## src/rtl/fifo_ctrl_pkg.sv

```systemverilog
// Shared definitions for the FIFO-side controllers: FSM state encoding and the
// round-robin pick function used by write arbiters and future read schedulers.
package fifo_ctrl_pkg;

  localparam logic STATE_IDLE = 1'b0;
  localparam logic STATE_XFER = 1'b1;

  typedef enum logic {
    IDLE = STATE_IDLE,
    XFER = STATE_XFER
  } arb_state_e;

  // Widest requester vector the pick function handles.
  localparam int RR_MAX_REQ = 32;
  localparam int RR_IDX_W   = 5;

  // Returns the first set bit of req searching from last+1 modulo num_req,
  // or -1 when no bit in req[num_req-1:0] is set.
  function automatic int rr_pick_idx(input logic [RR_MAX_REQ-1:0] req,
                                     input int num_req,
                                     input int last);
    int pick;
    int cand;
    pick = -1;
    for (int k = 1; k <= RR_MAX_REQ; k++) begin
      if (k <= num_req) begin
        cand = last + k;
        if (cand >= num_req) cand = cand - num_req;
        if (pick < 0 && req[cand[RR_IDX_W-1:0]]) pick = cand;
      end
    end
    return pick;
  endfunction

endpackage

```

## src/rtl/fifo_wr_arbiter_rr_pick.sv

```systemverilog
// Purely combinational round-robin selector: first requester after `last`.
module rr_pick
  import fifo_ctrl_pkg::*;
#(
  parameter int NUM_REQ = 4,
  localparam int IDX_W  = (NUM_REQ > 1) ? $clog2(NUM_REQ) : 1
) (
  input  logic [NUM_REQ-1:0] req,
  input  logic [IDX_W-1:0]   last,
  output logic [NUM_REQ-1:0] onehot,
  output logic [IDX_W-1:0]   idx,
  output logic               found
);

  logic [RR_MAX_REQ-1:0] req_ext;
  int                    pick;

  always_comb begin
    req_ext = RR_MAX_REQ'(req);
    pick    = rr_pick_idx(req_ext, NUM_REQ, int'(last));
    found   = (pick >= 0);
    idx     = IDX_W'(pick);
    onehot  = '0;
    for (int i = 0; i < NUM_REQ; i++) begin
      onehot[i] = found && (idx == IDX_W'(i));
    end
  end

endmodule

```

## src/rtl/fifo_wr_arbiter.sv

```systemverilog
// Round-robin burst arbiter sharing one FIFO write port between NUM_REQ
// producers; honours full (stall) and prog_full (no new grants).
module fifo_wr_arbiter
  import fifo_ctrl_pkg::*;
#(
  parameter int NUM_REQ    = 4,
  parameter int DATA_WIDTH = 64,
  parameter int BURST_LEN  = 16
) (
  input  logic                          sys_clk,
  input  logic                          global_rst,
  input  logic [NUM_REQ-1:0]            req_valid,
  input  logic [NUM_REQ*DATA_WIDTH-1:0] req_data,
  output logic [NUM_REQ-1:0]            req_ready,
  output logic                          fifo_wr_en,
  output logic [DATA_WIDTH-1:0]         fifo_din,
  input  logic                          fifo_full,
  input  logic                          fifo_prog_full,
  output logic [NUM_REQ-1:0]            grant,
  output logic                          busy
);

  localparam int IDX_W = (NUM_REQ > 1) ? $clog2(NUM_REQ) : 1;
  localparam int CNT_W = $clog2(BURST_LEN + 1);
  localparam logic [CNT_W-1:0] LAST_BEAT  = CNT_W'(BURST_LEN - 1);
  localparam logic [IDX_W-1:0] LAST_RESET = IDX_W'(NUM_REQ - 1);

  arb_state_e         state;
  logic [IDX_W-1:0]   last;
  logic [CNT_W-1:0]   beat_cnt;

  logic [NUM_REQ-1:0] pick_onehot;
  logic [IDX_W-1:0]   pick_idx;
  logic               pick_found;
  logic               grant_valid;
  logic               beat;
  logic               burst_done;

  rr_pick #(.NUM_REQ(NUM_REQ)) u_rr_pick (
    .req    (req_valid),
    .last   (last),
    .onehot (pick_onehot),
    .idx    (pick_idx),
    .found  (pick_found)
  );

  // NOTE: every variable assigned in always_comb gets a default first so no
  // path leaves it unassigned, which would otherwise infer a latch.
  always_comb begin
    fifo_din = '0;
    for (int i = 0; i < NUM_REQ; i++) begin
      fifo_din |= req_data[i*DATA_WIDTH +: DATA_WIDTH] & {DATA_WIDTH{grant[i]}};
    end
  end

  // grant is all-zero in IDLE, so these gate themselves off outside a burst.
  assign grant_valid = |(req_valid & grant);
  assign beat        = (state == XFER) && grant_valid && !fifo_full;
  assign fifo_wr_en  = beat;
  assign req_ready   = grant & {NUM_REQ{~fifo_full}};
  assign burst_done  = !grant_valid || (beat && (beat_cnt == LAST_BEAT));

  // NOTE: sequential state uses non-blocking assignments so every register
  // samples pre-edge values; reset is asynchronous so outputs drop at once.
  always_ff @(posedge sys_clk or posedge global_rst) begin
    if (global_rst) begin
      state    <= IDLE;
      grant    <= '0;
      busy     <= 1'b0;
      beat_cnt <= '0;
      last     <= LAST_RESET;
    end else begin
      unique case (state)
        IDLE: begin
          if (pick_found && !fifo_prog_full) begin
            state    <= XFER;
            grant    <= pick_onehot;
            busy     <= 1'b1;
            last     <= pick_idx;
            beat_cnt <= '0;
          end
        end
        XFER: begin
          if (burst_done) begin
            state    <= IDLE;
            grant    <= '0;
            busy     <= 1'b0;
            beat_cnt <= '0;
          end else if (beat) begin
            beat_cnt <= beat_cnt + CNT_W'(1);
          end
        end
      endcase
    end
  end

endmodule
```

## config.mk

```make
export PLATFORM = sky130hd
export DESIGN_NAME = fifo_wr_arbiter
export DESIGN_NICKNAME = d
export VERILOG_FILES = /design/src/rtl/fifo_ctrl_pkg.sv /design/src/rtl/fifo_wr_arbiter_rr_pick.sv /design/src/rtl/fifo_wr_arbiter.sv
export SDC_FILE = /design/constraint.sdc
export NUM_CORES = 1
export LEC_CHECK = 0
export BUFFER_PORTS_ARGS = -buffer_cell sky130_fd_sc_hd__buf_2
export CELL_PAD_IN_SITES_DETAIL_PLACEMENT = 0
export CELL_PAD_IN_SITES_GLOBAL_PLACEMENT = 1
export CORE_AREA = 2 2 132 134
export DETAILED_ROUTE_END_ITERATION = 12
export DIE_AREA = 0 0 134 136
export GPL_TIMING_DRIVEN = 1
export PLACE_DENSITY = 0.75
export REMOVE_ABC_BUFFERS = 1
export SLEW_MARGIN = 20
export SYNTH_ARGS = -nofsm -noshare
export SYNTH_HDL_FRONTEND = slang
export SYNTH_SLANG_ARGS = --single-unit
```

## constraint.sdc

```tcl
create_clock -name sys_clk -period 7.5 [get_ports sys_clk]
set_input_delay 0.75 -clock sys_clk [delete_from_list [all_inputs] [get_ports sys_clk]]
set_output_delay 0.75 -clock sys_clk [all_outputs]
set_load 0.03 [all_outputs]
```

==> impl_metrics.yaml, run 1 <==
timing:
  tns_ns: 0
  slew_headroom_pct: 49.1
  max_freq_mhz: 319
  worst_slew_pin_slew_ns: 0.764
  rsz0062_at_grt: "no"
  final-setup-viol-count: 0
  finalCritPeriodShare_pct: 41.7
  slew_viol_final: 0
  period_needed_ns: 3.13
  finalHoldViolCount: 0
  fin_worst_skew_ns: 0.00143
job:
  drv_cap: 0
global_route:
  grt_pass1_vias: 3601
  globalRouteOverflowTotal: 0
  grt_usage_pct: 12.5
  grt_max_degree: 69
  grt_pass1_wl_um: 18300
  antenna_found_initial: 2
finish:
  final.fill_count: 1895
  final_common_cell: "buf_2"
  layout_common_cells: "buf_2, a22oi_1, nand2_1"
  drive_gt1_share_pct: 56.5
  fin_nets: 909
  multi_input_area_sq_mm: 0.00176
  final_area_sq_mm: 0.00420
  register_area_sq_um: 333
  area_growth_pct: 88.4
  instances_no_fill: 863
die:
  die_h_um: 136
  ioPinCount: 338
  floorplan.core_area_sq_mm: 0.0169
  die_area_sq_mm: 0.0182
  rows: 48
  initial_core_util_pct: 13.2
  fp.dieW_um: 134
logic_synthesis:
  synthAdderAreaFrac_pct: 3.93
  yosysSeqAreaShare_pct: 14.7
  synth-simple-area-share_pct: 19.5
  syn-cell-area_sq_mm: 0.00223
  ys_warn_count: 0
  synth_xor_area_share_pct: 0
  synth_top_family_by_area: "compound AO/OA/AOI/OAI gates"
  syn_area_per_cell_sq_um: 6.94
  syn_inst: 321
  synthMuxAreaShare_pct: 2.92
  synth.distinct_cells: 35
  synth-seq-cells: 13
  synth-compound-area-share_pct: 52.7
setup_path:
  crit_family: "compound AO/OA/AOI/OAI gates"
  worstSetupEndpoint: "fifo_wr_en"
  reg2reg_depth: 6
  cp_cell_sequence: "buf_4 -> a22o_1 -> o21ai_0 -> nor2_1 -> buf_2"
  crit_slowest_cell: "dfrtp_2"
  crit_buf_inv: 2
  crit_cells: 5
  cp_slowest_stage_delay_ns: 0.61
  crit_arrival_ns: 2.38
  cp.required_ns: 6.75
  cp_max_fo: 39
  r2r_start: "grant[2]$_DFFE_PP0P_"
  worstSetupEndpointType: "primary output"
  cp-startpoint: "grant[2]$_DFFE_PP0P_"
  start_kind: "flop"
  critPathKind: "flop to primary output"
  r2r-end: "beat_cnt[3]$_DFFE_PP0P_"
  r2r_slack_ns: 4.85
clock_tree:
  cts_max_level: 1
  clk_latency_ns: 0.24
  cts_buffer_depth: 2
  cts.sinks: 13
  clk_pin_slew_ns: 0.05
  ctsHoldBuffers: 0
  cts_buffers: 3
  cts_resized: 0
  cts_tree: "done"
  cts_root_buf: "clkbuf_16"
  post_cts_buffers: 0
power_and_ir_drop:
  power_density_mw_per_mm2: 349
  vdd_drop_max_v: 0.000163
  leakage_nw: 2.40
route:
  routed_via_density: 4.43
  vias: 3823
  ant_nets: 0
  dr.pass1.iters: 4
  wire_per_inst_um: 14.8
  drt_iter0_markers: 226
  drt_wl_total_um: 12800
  drc_errors: 0
worst_hold_path:
  min_from: "beat_cnt[4]$_DFFE_PP0P_"
  min_path_type: "flop to flop"
placed_design:
  io_buffers: 337
  dpl.hpwl_um: 10000
  gp_congestion: 0.819
  place_area_sq_mm: 0.00411
  dp.cells: 858
run_status:
  status: "finished clean"
[cells by family (layout without fill, tap and decap cells)]
| family | Yosys count | count (layout) |
|---|---|---|
| compound gates | 158 | 158 |
| simple gates | 102 | 102 |
| fa+ha+maj | 7 | 7 |
| mux | 6 | 6 |
| buf+inv | 35 | 351 |
| flops | 13 | 13 |
| other cells | 0 | 1 |
[worst min-delay path, delay by kind of cell (launching register included)]
| family | cells | cell delay [ns] |
|---|---|---|
| AOI/OAI and AO/OA | 1 | 0.06 |
| and+or+nand+nor | 1 | 0.04 |
| DFF | 1 | 0.33 |
[worst min-delay path by stage]
stage,cells after the start,endpoint,slack [ns]
floorplan,2,beat_cnt[4]$_DFFE_PP0P_,0.45
global placement,2,beat_cnt[4]$_DFFE_PP0P_,0.47
detailed placement,2,beat_cnt[4]$_DFFE_PP0P_,0.47
CTS,2,beat_cnt[4]$_DFFE_PP0P_,0.48
global route,2,beat_cnt[4]$_DFFE_PP0P_,0.54
finish,2,beat_cnt[4]$_DFFE_PP0P_,0.48
[Yosys cell counts, drive strengths merged]
master / n / area [sq um]
nand3: 1 / 5.00
o21ai: 11 / 55.1
nor2: 7 / 26.3
a22o: 3 / 26.3
a21bo: 1 / 10.0
dfstp: 2 / 52.6
a31oi: 1 / 6.26
o2bb2ai: 1 / 8.76
o22ai: 1 / 12.5
a32o: 1 / 10.0
a21boi: 1 / 7.51
a22oi: 128 / 961
ha: 7 / 87.6
and3: 1 / 6.26
a21oi: 4 / 20.0
or3: 3 / 23.8
nor2b: 6 / 37.5
and2b: 1 / 8.76
nor3b: 1 / 7.51
nand2: 79 / 297
mux2: 4 / 45.0
o211ai: 1 / 7.51
a21o: 1 / 7.51
dfrtp: 11 / 275
inv: 6 / 22.5
o31ai: 1 / 7.51
buf: 10 / 45.0
a41oi: 1 / 16.3
a2bb2oi: 2 / 17.5
mux2i: 2 / 20.0
nand3b: 1 / 7.51
clkbuf: 19 / 71.3
or2b: 2 / 15.0
[where the power goes]
group	leakage [nW]	switching (mW)	internal, mW
registers	0.163	0.0468	0.0956
clock network	0.0409	0.0310	0.0710
logic	2.20	0.820	0.401
total	2.40	0.897	0.568
[final cells by class]
| cell class | instances | area share (%) |
|---|---|---|
| multi-input cells | 273 | 41.9 |
| clock inverters | 1 | 0.119 |
| flip-flops and latches | 13 | 7.93 |
| repair buffers | 341 | 40.9 |
| diodes | 1 | 0.0596 |
| well taps | 225 | 6.71 |
| clock buffers | 3 | 1.79 |
| inverters | 6 | 0.537 |
[layer usage]
layer | wire [um] | vias up | GRT usage (%)
met1 | 4970 | 1714 | 14.4
met4 | 206 | 2 | 3.31
met3 | 1190 | 18 | 2.57
met2 | 6430 | 210 | 23.5
li1 | - | 1879 | -
met5 | 13 | - | 0
[state kept, by name, summed over array words and instances, names as in the netlist]
signal    cells
last          2
state         1
busy          1
beat_cnt      5
grant         4
[stage by stage]
| step | hold slack, ns | util (%) | power [mW] | setup slack (ns) |
|---|---|---|---|---|
| floorplan | 0.450 | - | 0.975 | 4.37 |
| global placement | 0.473 | 24.4 | 1.37 | 4.62 |
| detailed placement | 0.475 | 24.4 | 1.37 | 4.62 |
| CTS | 0.485 | 24.9 | 1.48 | 4.36 |
| global route | 0.538 | 24.9 | 1.57 | 4.22 |
| finish | 0.479 | 24.9 | 1.47 | 4.37 |
No activity file was read; power rests on OpenSTA's default activity.
==> inputs of run 2 (changes only) <==
- ABC_AREA: unset -> 1
- CORE_AREA: 2 2 132 134 -> unset
- CORE_MARGIN: unset -> 2
- CORE_UTILIZATION: unset -> 16
- DIE_AREA: 0 0 134 136 -> unset
- PLACE_DENSITY: 0.75 -> 0.87
- clock period: 7.5 -> 2.6 ns (I/O delays scaled with it)
==> run 2 against run 1 <==
Net effect: synthesized area is 16% higher; highest routed layer is now met4; clock power grew to 2.8 times the previous value; clock skew hardly changed; largest power group unchanged; final area is 9.6% higher; die area is 5.4% lower; critical endpoint is now grant[2]$_DFFE_PP0P_; critical path depth is 5 higher.
==> impl_metrics.yaml, run 2 <==
power_and_ir_drop:
  power_density_mw_per_mm2: 886
  totalPowerFinal_mw: 4.08
  leakage_nw: 2.56
  vdd_drop_max_v: 0.000286
route:
  routed_via_density: 4.31
  drt_iter0_markers: 222
  vias: 4471
  drt_wl_total_um: 14800
  wire_per_inst_um: 14.3
  dr.pass1.iters: 4
  dr_wl_met2_um: 7170
  drc_errors: 0
  drt-met1-wl_um: 6140
  route.met3.wl_um: 1090
  top_layer_used: "met4"
  ant_nets: 0
timing:
  max_freq_mhz: 459
  period_needed_ns: 2.18
  fin_worst_skew_ns: 0.00117
  finalHoldViolCount: 0
  slew_viol_final: 0
  slew_headroom_pct: 65.0
  final-setup-viol-count: 0
  rsz0062_at_grt: "no"
  finalCritPeriodShare_pct: 83.7
  fin_ws_ns: 0.423
  tns_ns: 0
  worst_slew_pin_slew_ns: 0.525
finish:
  multi_input_area_sq_mm: 0.00205
  post-route-util_pct: 28.9
  fin_nets: 1089
  largest_reg_flops: 5
  layout_common_cells: "buf_2, nand2_1, nand4_1"
  top_register: "beat_cnt"
  area_growth_pct: 77.4
  final_common_cell: "buf_2"
  reg_top3: "beat_cnt x5, grant x4, last x2"
  register_area_sq_um: 333
  final.fill_count: 1803
  drive_gt1_share_pct: 46.1
logic_synthesis:
  yosysSeqAreaShare_pct: 12.6
  yosysTopAreaCell: "nand2_1"
  synth.distinct_cells: 28
  synth_top_area_share_pct: 43.1
  synth-seq-cells: 13
  syn-cell-area_sq_mm: 0.00259
  synthArstFlopShare_pct: 100
  synth_common_cells: "nand2_1, nand4_1, nand3_1, clkbuf_1, inv_1"
  synthFlopType: "dfrtp_1"
  syn_inst: 500
  syn_area_per_cell_sq_um: 5.18
  synthTopCellsByArea: "nand2_1, nand4_1, dfrtp_1, nand3_1, ha_1"
  ys_warn_count: 0
  yosysMostFrequentCell: "nand2_1"
  synth_edf_count: 0
global_route:
  grt_pass1_vias: 4342
  grt_usage_pct: 16.2
  globalRouteOverflowTotal: 0
  antenna_found_initial: 4
  grt_pass1_wl_um: 23000
  grt_max_degree: 45
setup_path:
  r2r_start: "last[0]$_DFFE_PP1P_"
  cp_cell_sequence: "inv_8 -> ha_1 -> inv_1 -> nand3_1 -> nand3_2 -> nand4_4 -> nand3_2 -> nor2_1 -> nand2_1 -> nand2_1"
  start_kind: "flop"
  cp-startpoint: "last[0]$_DFFE_PP1P_"
  crit_family: "simple AND/OR/NAND/NOR gates"
  cp.required_ns: 2.77
  cp_max_fo: 12
  crit_slowest_cell: "dfstp_2"
  crit_arrival_ns: 2.35
  worstSetupEndpointType: "flop"
  crit_buf_inv: 2
  cp_slowest_stage_delay_ns: 0.70
  critPathKind: "flop to flop"
clock_tree:
  cts_root_buf: "clkbuf_16"
  cts_max_level: 1
  cts_buffers: 3
  cts.sinks: 13
  clk_latency_ns: 0.24
  cts_buffer_depth: 2
  cts_resized: 0
  ctsHoldBuffers: 0
  post_cts_buffers: 0
  clk_pin_slew_ns: 0.04
  cts_tree: "done"
run_status:
  status: "finished clean"
die:
  rows: 46
  floorplan.core_area_sq_mm: 0.0159
  die_h_um: 131
  ioPinCount: 338
  fp.dieW_um: 131
  die_area_sq_mm: 0.0172
  initial_core_util_pct: 16.3
placed_design:
  gp_congestion: 0.920
  io_buffers: 337
  place_ws_ns: 0.430
  dpl.hpwl_um: 12100
worst_hold_path:
  min_path_type: "input port to async pin"
job:
  drv_cap: 0
-- run 2: cell count changes after synthesis, sizes merged, moves of 7 or more --
| cell | before | now |
|---|---|---|
| a22oi | 128 | 0 |
| inv | 6 | 19 |
| nand2 | 79 | 310 |
| nand3 | 1 | 26 |
| nand4 | 0 | 70 |
| nor2 | 7 | 14 |
| o21ai | 11 | 2 |
-- run 2: routing by layer --
layer	track usage (%)	up-vias
met5	0	-
met4	5.07	0
met3	3.36	26
met2	28.1	199
met1	20.2	1974
li1	-	2272
-- run 2: per-stage QoR --
step / cell area (sq um) / instances / hold WS [ns]
after detailed placement: 4510 / 1029 / 0.305
final: 4600 / 1037 / 0.0342
after CTS: 4590 / 1033 / 0.0519
after global placement: 4510 / 1029 / 0.302
after floorplan: 2460 / 469 / 0.136
after global routing: 4600 / 1037 / 0.0855
-- run 2: cell families (layout without fill, tap and decap cells) --
logic type                 Yosys count  after routing  synth area share [%]
other                                0              4                     0
DFF                                 13             13                  12.6
buffers and inverters               50            367                  8.35
AOI/OAI and AO/OA                    6              6                  1.59
xor gates and xnor gates             1              1                 0.338
adders and majority gates            7              7                  3.38
and+or+nand+nor                    423            423                  73.7
-- run 2: power by group --
group / internal (mW) / total (mW) / switching [mW]
Sequential: 0.277 / 0.450 / 0.173
Clock: 0.206 / 0.287 / 0.0808
Combinational: 1.03 / 3.34 / 2.31
Total: 1.51 / 4.08 / 2.57
-- run 2: path summary, 6_finish.rpt --
kind	end	slack (ns)	depth (start not counted)
worst max-delay path	grant[2]$_DFFE_PP0P_	0.42	10
worst min-delay path	beat_cnt[0]$_DFFE_PP0P_	0.03	2
worst max register to register	grant[2]$_DFFE_PP0P_	0.42	10
worst min register to register	beat_cnt[4]$_DFFE_PP0P_	0.47	2
max in group asynchronous	grant[3]$_DFFE_PP0P_	2.21	2
min in group sys_clk	last[1]$_DFFE_PP1P_	0.44	4
-- run 2: area by class of cell --
type | instances | share of cell area (%)
diodes | 4 | 0.218
clock buffers | 4 | 1.71
inverters | 19 | 1.77
multi-input cells | 437 | 44.5
flip-flops and latches | 13 | 7.24
well taps | 216 | 5.88
repair buffers | 344 | 38.6
